$ cat config.mk
export PLATFORM = sky130hd
export DESIGN_NAME = switch_press_detector_flat
export DESIGN_NICKNAME = d
export VERILOG_FILES = /design/src/rtl/switch_press_detector_if.sv /design/src/rtl/switch_press_detector.sv /design/src/flat_wrapper.sv
export SDC_FILE = /design/constraint.sdc
export NUM_CORES = 1
export LEC_CHECK = 0
export CAP_MARGIN = 40
export CORE_UTILIZATION = 28
export CTS_CLUSTER_SIZE = 30
export DETAILED_ROUTE_END_ITERATION = 10
export PLACE_DENSITY_LB_ADDON = 0.2
export SYNTH_ARGS = -nofsm -noshare
export SYNTH_HDL_FRONTEND = slang
export SYNTH_SLANG_ARGS = --single-unit
export TNS_END_PERCENT = 10
$ cat constraint.sdc
create_clock -name i_Clk -period 1.9 [get_ports i_Clk]
set_input_delay 0.38 -clock i_Clk [delete_from_list [all_inputs] [get_ports i_Clk]]
set_output_delay 0.38 -clock i_Clk [all_outputs]
set_load 0.02 [all_outputs]
$ cat src/rtl/switch_press_detector_if.sv
// Signal bundle between the push-button conditioner and its consumers.
// The master side drives the raw switch; the slave side returns debounced level and events.
interface switch_press_detector_if;
  logic i_Switch;
  logic o_Switch;
  logic o_Press;
  logic o_Release;

  modport master (output i_Switch, input o_Switch, o_Press, o_Release);
  modport slave  (input i_Switch, output o_Switch, o_Press, o_Release);
endinterface

$ cat src/rtl/switch_press_detector.sv
// Push-button synchroniser, debouncer and single-cycle press/release event generator.
// Define SWITCH_PRESS_AUTO_REPEAT_EN to add hold-to-auto-repeat press events.
module switch_press_detector #(
  parameter int unsigned DEBOUNCE_LIMIT = 250000,
  parameter int unsigned REPEAT_DELAY   = 12500000,
  parameter int unsigned REPEAT_RATE    = 2500000
) (
  input  logic                   i_Clk,
  input  logic                   i_Reset,
  switch_press_detector_if.slave sw_if
);

  localparam int unsigned   DbW    = $clog2(DEBOUNCE_LIMIT);
  localparam logic [DbW-1:0] DbLast = DbW'(DEBOUNCE_LIMIT - 1);

  if (DEBOUNCE_LIMIT < 2 || REPEAT_DELAY < 1 || REPEAT_RATE < 1) begin : g_param_check
    $error("switch_press_detector: parameter out of range");
  end

  // State | meaning: IDLE | released; HELD | pressed, before first repeat; REPEAT | pressed, repeating
  typedef enum logic [1:0] {
    ST_IDLE   = 2'd0,
`ifdef SWITCH_PRESS_AUTO_REPEAT_EN
    ST_REPEAT = 2'd2,
`endif
    ST_HELD   = 2'd1
  } state_e;

  logic           r_Sync1, r_Sync2;
  logic [DbW-1:0] db_cnt_q, db_cnt_d;
  logic           switch_q, switch_d;
  logic           press_q, press_d;
  logic           release_q, release_d;
  logic           rise, fall;
  state_e         state_q, state_d;

`ifdef SWITCH_PRESS_AUTO_REPEAT_EN
  localparam int unsigned    RepMax    = (REPEAT_DELAY > REPEAT_RATE) ? REPEAT_DELAY : REPEAT_RATE;
  localparam int unsigned    RepW      = $clog2(RepMax + 1);
  localparam logic [RepW-1:0] DelayLast = RepW'(REPEAT_DELAY - 1);
  localparam logic [RepW-1:0] RateLast  = RepW'(REPEAT_RATE - 1);

  logic [RepW-1:0] rep_cnt_q, rep_cnt_d;
`endif

  // Any agreeing cycle restarts the count, so only an uninterrupted run flips the level.
  always_comb begin
    db_cnt_d = '0;
    switch_d = switch_q;
    rise     = 1'b0;
    fall     = 1'b0;
    if (r_Sync2 != switch_q) begin
      if (db_cnt_q == DbLast) begin
        switch_d = r_Sync2;
        rise     = r_Sync2;
        fall     = ~r_Sync2;
      end else begin
        db_cnt_d = db_cnt_q + 1'b1;
      end
    end
  end

  always_comb begin
    state_d   = state_q;
    press_d   = 1'b0;
    release_d = 1'b0;
`ifdef SWITCH_PRESS_AUTO_REPEAT_EN
    rep_cnt_d = rep_cnt_q + 1'b1;
`endif
    case (state_q)
      ST_IDLE: begin
`ifdef SWITCH_PRESS_AUTO_REPEAT_EN
        rep_cnt_d = '0;
`endif
        if (rise) begin
          state_d = ST_HELD;
          press_d = 1'b1;
        end
      end
      ST_HELD: begin
        if (fall) begin
          state_d   = ST_IDLE;
          release_d = 1'b1;
`ifdef SWITCH_PRESS_AUTO_REPEAT_EN
          rep_cnt_d = '0;
        end else if (rep_cnt_q == DelayLast) begin
          state_d   = ST_REPEAT;
          press_d   = 1'b1;
          rep_cnt_d = '0;
`endif
        end
      end
`ifdef SWITCH_PRESS_AUTO_REPEAT_EN
      ST_REPEAT: begin
        if (fall) begin
          state_d   = ST_IDLE;
          release_d = 1'b1;
          rep_cnt_d = '0;
        end else if (rep_cnt_q == RateLast) begin
          press_d   = 1'b1;
          rep_cnt_d = '0;
        end
      end
`endif
      default: state_d = ST_IDLE;
    endcase
  end

  always_ff @(posedge i_Clk or posedge i_Reset) begin
    if (i_Reset) begin
      r_Sync1   <= 1'b0;
      r_Sync2   <= 1'b0;
      db_cnt_q  <= '0;
      switch_q  <= 1'b0;
      press_q   <= 1'b0;
      release_q <= 1'b0;
      state_q   <= ST_IDLE;
    end else begin
      r_Sync1   <= sw_if.i_Switch;
      r_Sync2   <= r_Sync1;
      db_cnt_q  <= db_cnt_d;
      switch_q  <= switch_d;
      press_q   <= press_d;
      release_q <= release_d;
      state_q   <= state_d;
    end
  end

`ifdef SWITCH_PRESS_AUTO_REPEAT_EN
  always_ff @(posedge i_Clk or posedge i_Reset) begin
    if (i_Reset) begin
      rep_cnt_q <= '0;
    end else begin
      rep_cnt_q <= rep_cnt_d;
    end
  end
`endif

  assign sw_if.o_Switch  = switch_q;
  assign sw_if.o_Press   = press_q;
  assign sw_if.o_Release = release_q;

endmodule
$ cat src/flat_wrapper.sv
// flat-port wrapper written by rule: the top's interface ports become plain ports
module switch_press_detector_flat 
#(
  parameter int unsigned DEBOUNCE_LIMIT = 250000,
  parameter int unsigned REPEAT_DELAY   = 12500000,
  parameter int unsigned REPEAT_RATE    = 2500000
)
  (i_Clk, i_Reset, sw_if_i_Switch, sw_if_o_Switch, sw_if_o_Press, sw_if_o_Release);
  switch_press_detector_if sw_if_i ();
  input  logic i_Clk;
  input  logic i_Reset;
  input wire logic [$bits(sw_if_i.i_Switch)-1:0] sw_if_i_Switch;
  output wire logic [$bits(sw_if_i.o_Switch)-1:0] sw_if_o_Switch;
  output wire logic [$bits(sw_if_i.o_Press)-1:0] sw_if_o_Press;
  output wire logic [$bits(sw_if_i.o_Release)-1:0] sw_if_o_Release;
  assign sw_if_i.i_Switch = sw_if_i_Switch;
  assign sw_if_o_Switch = sw_if_i.o_Switch;
  assign sw_if_o_Press = sw_if_i.o_Press;
  assign sw_if_o_Release = sw_if_i.o_Release;
  switch_press_detector #(.DEBOUNCE_LIMIT(DEBOUNCE_LIMIT), .REPEAT_DELAY(REPEAT_DELAY), .REPEAT_RATE(REPEAT_RATE)) u_core (.i_Clk(i_Clk), .i_Reset(i_Reset), .sw_if(sw_if_i));
endmodule
==> impl_metrics.json <==
{
  "cp.depth": 1,
  "drtAntennaViolNets": 0,
  "start_util": 0.301,
  "period_minus_slack_ps": 1700,
  "grt_pass1_wl_um": 3800,
  "relSlewSlack": 0.761,
  "slowest_stage": "clkdlybuf4s50_1",
  "finish.utilization": 0.354,
  "synthToLayoutAreaGrowth_pct": 17.5,
  "layout-drive-gt1-share": 0.116,
  "power-per-cell-area_nw_per_um2": 640,
  "gp_congestion": 0.716,
  "ir_drop_mv": 0.325,
  "dp_cells": 166,
  "cts_buffer_depth": 2,
  "grt_max_degree": 25,
  "cts_buffers": 3,
  "leakagePower_nw": 0.532,
  "n_antenna_cell": 0,
  "max_cap_violations": 0,
  "firstDrtPassIters": 4,
  "final_hold_viol_count": 0,
  "setup_tns_ps": 0,
  "place_area_um2": 1290,
  "die_w_um": 65.7,
  "synthSimpleGateAreaFrac": 0.263,
  "die_y_um": 65.7,
  "critPathKind": "reg -> out",
  "wl_per_cell_um": 11.8,
  "cts.clk_slew.worst_paths_ps": 80,
  "synth_top_area_frac": 0.529,
  "syn_avg_cell_area_um2": 10.4,
  "fmax_ghz": 0.587,
  "synth_fa_ha_area_frac": 0.0110,
  "synth-xor-area-share": 0.123,
  "reg2regPathDepth": 5,
  "worstPathMaxFanout": 6,
  "synth_flop_cell": "dfrtp_1",
  "crit_family": "buffers and inverters",
  "clock_latency_ps": 260,
  "syn_nets": 113,
  "hold_path_class": "reg -> reg",
  "die_area_um2": 4320,
  "ys_types": 26,
  "post_cts_buffers": 0,
  "synth_area_leaders": "dfrtp_1, xnor2_1, nor2_1",
  "grt_usage": 0.117,
  "path_cells": "clkdlybuf4s50_1",
  "endpoint_kind": "output pin",
  "arrival_ps": 1320,
  "cts_tree": "built",
  "max_stage_delay_ps": 630,
  "finalSetupViolCount": 0,
  "cts_sinks": 24,
  "io_pins": 6,
  "rsz0062_at_grt": "no",
  "synth_seq_area_share": 0.529,
  "placement_rows": 22,
  "status": "complete, no violations",
  "drt-total-wl_um": 1990,
  "coreArea_um2": 3770,
  "yosysWarnings": 0,
  "via_per_inst": 4.65,
  "grt_pass1_vias": 805,
  "via_count": 786,
  "worstMarginPinSlew_ps": 355,
  "nFillCells": 384,
  "final_cells": 169,
  "grt-ovfl-total": 0,
  "post-route-period-util": 0.896,
  "synth_top_area_cell": "dfrtp_1",
  "synth_edf_count": 0,
  "synth_top_family_by_area": "simple AND/OR/NAND/NOR gates",
  "hpwlAfterDp_um": 1410,
  "hold_path_depth": 0,
  "drv_slew": 0,
  "io_buffers": 5,
  "clockRootBuffer": "clkbuf_8",
  "path_buf_inv": 1,
  "final_cell_area_um2": 1340,
  "antenna_found_initial": 0,
  "netlist_area_um2": 1140,
  "async_reset_ff_frac": 1.00,
  "nets": 127,
  "drtIter0Drc": 38,
  "crit_required_ps": 1520,
  "htree_levels": 1,
  "ys_seq_elements": 24,
  "muxShareOfSynthArea": 0.00881,
  "whs_ps": 362,
  "drc": 0,
  "synth_compound_area_frac": 0.0341,
  "finClkSkew_ps": 3.40,
  "start_kind": "flop",
  "netlist_instances": 109
}
## flip-flops by register name, summed over array words and instances, names as in the netlist
signal and flops:
u_core.sw_if.o_Press 1, u_core.db_cnt_q 18, u_core.r_Sync1 1, u_core.state_q 1, u_core.sw_if.o_Switch 1, u_core.r_Sync2 1, u_core.sw_if.o_Release 1
## path summary, 6_finish.rpt
check                                                       start                             end  slack, ps
worst min register to register           u_core.r_Sync1$_DFF_PP0_        u_core.r_Sync2$_DFF_PP0_        360
worst max register to register       u_core.db_cnt_q[0]$_DFF_PP0_  u_core.sw_if.o_Press$_DFF_PP0_        200
worst max-delay path            u_core.sw_if.o_Switch$_DFFE_PP0P_                  sw_if_o_Switch        200
worst min-delay path                     u_core.r_Sync1$_DFF_PP0_        u_core.r_Sync2$_DFF_PP0_        360
max in group asynchronous                                 i_Reset   u_core.db_cnt_q[12]$_DFF_PP0_       1210
min in group asynchronous                                 i_Reset    u_core.db_cnt_q[5]$_DFF_PP0_        460
## repair_timing
item | 4_1_cts | 5_1_grt
resized for setup | 0 | 1
hold buffers | 0 | 0
endpoints found under the setup margin | 0 | 1
## placed cells by master, fill, tap and decap left out, drive strengths merged
cell type	n
a21oi	1
and4	2
buf	6
clkbuf	3
clkdlybuf4s50	5
dfrtp	24
ha	1
inv	6
mux2i	1
nand2	5
nand3	5
nand3b	1
nand4	6
nor2	21
nor3	2
nor4	8
nor4b	1
o21ai	3
o31ai	1
or3	1
or4	2
xnor2	11
xor2	5
## power by group
part / internal [W] / switching (W) / total (W)
Combinational: 0.0000157 / 0.0000234 / 0.0000391
Clock: 0.000141 / 0.000148 / 0.000290
Sequential: 0.000518 / 0.00000762 / 0.000525
Total: 0.000675 / 0.000179 / 0.000854
## stage by stage
step / power [W] / worst slack, ps
after CTS: 0.000874 / 138
after global placement: 0.000575 / 248
after global routing: 0.000904 / 33.7
after floorplan: 0.000558 / 144
after detailed placement: 0.000576 / 159
final: 0.000854 / 198
## cell usage after synthesis (2+ instances only)
master / count
and4_1: 2
dfrtp_1: 24
inv_1: 6
nand2_1: 5
nand3_1: 4
nand4_1: 5
nor2_1: 21
nor3_1: 2
nor4_1: 8
o21ai_0: 2
xnor2_1: 11
xor2_1: 5
## metal layers
layer,GRT usage,up-vias,wire [µm]
met1,0.153,370,1030
li1,-,401,-
met3,0.0365,2,83
met4,0.0245,0,8
met2,0.186,13,868
met5,0,-,0
## cells by family after synthesis
logic type | Yosys count
AND/OR/NAND/NOR | 54
flip-flops | 24
XOR/XNOR | 16
buffers and inverters | 8
AO/OA/AOI/OAI | 5
multiplexers | 1
adder cells (fa/ha/maj) | 1
## area by class of cell
class / instances / area (µm²) / share of cell area
Sequential cell: 24 / 601 / 0.450
Inverter: 6 / 22.5 / 0.0169
Tap cell: 48 / 60.1 / 0.0450
Timing Repair Buffer: 11 / 108 / 0.0806
Multi-Input combinational cell: 77 / 503 / 0.377
Clock buffer: 3 / 41.3 / 0.0309
(Power assumes the default switching activity.)
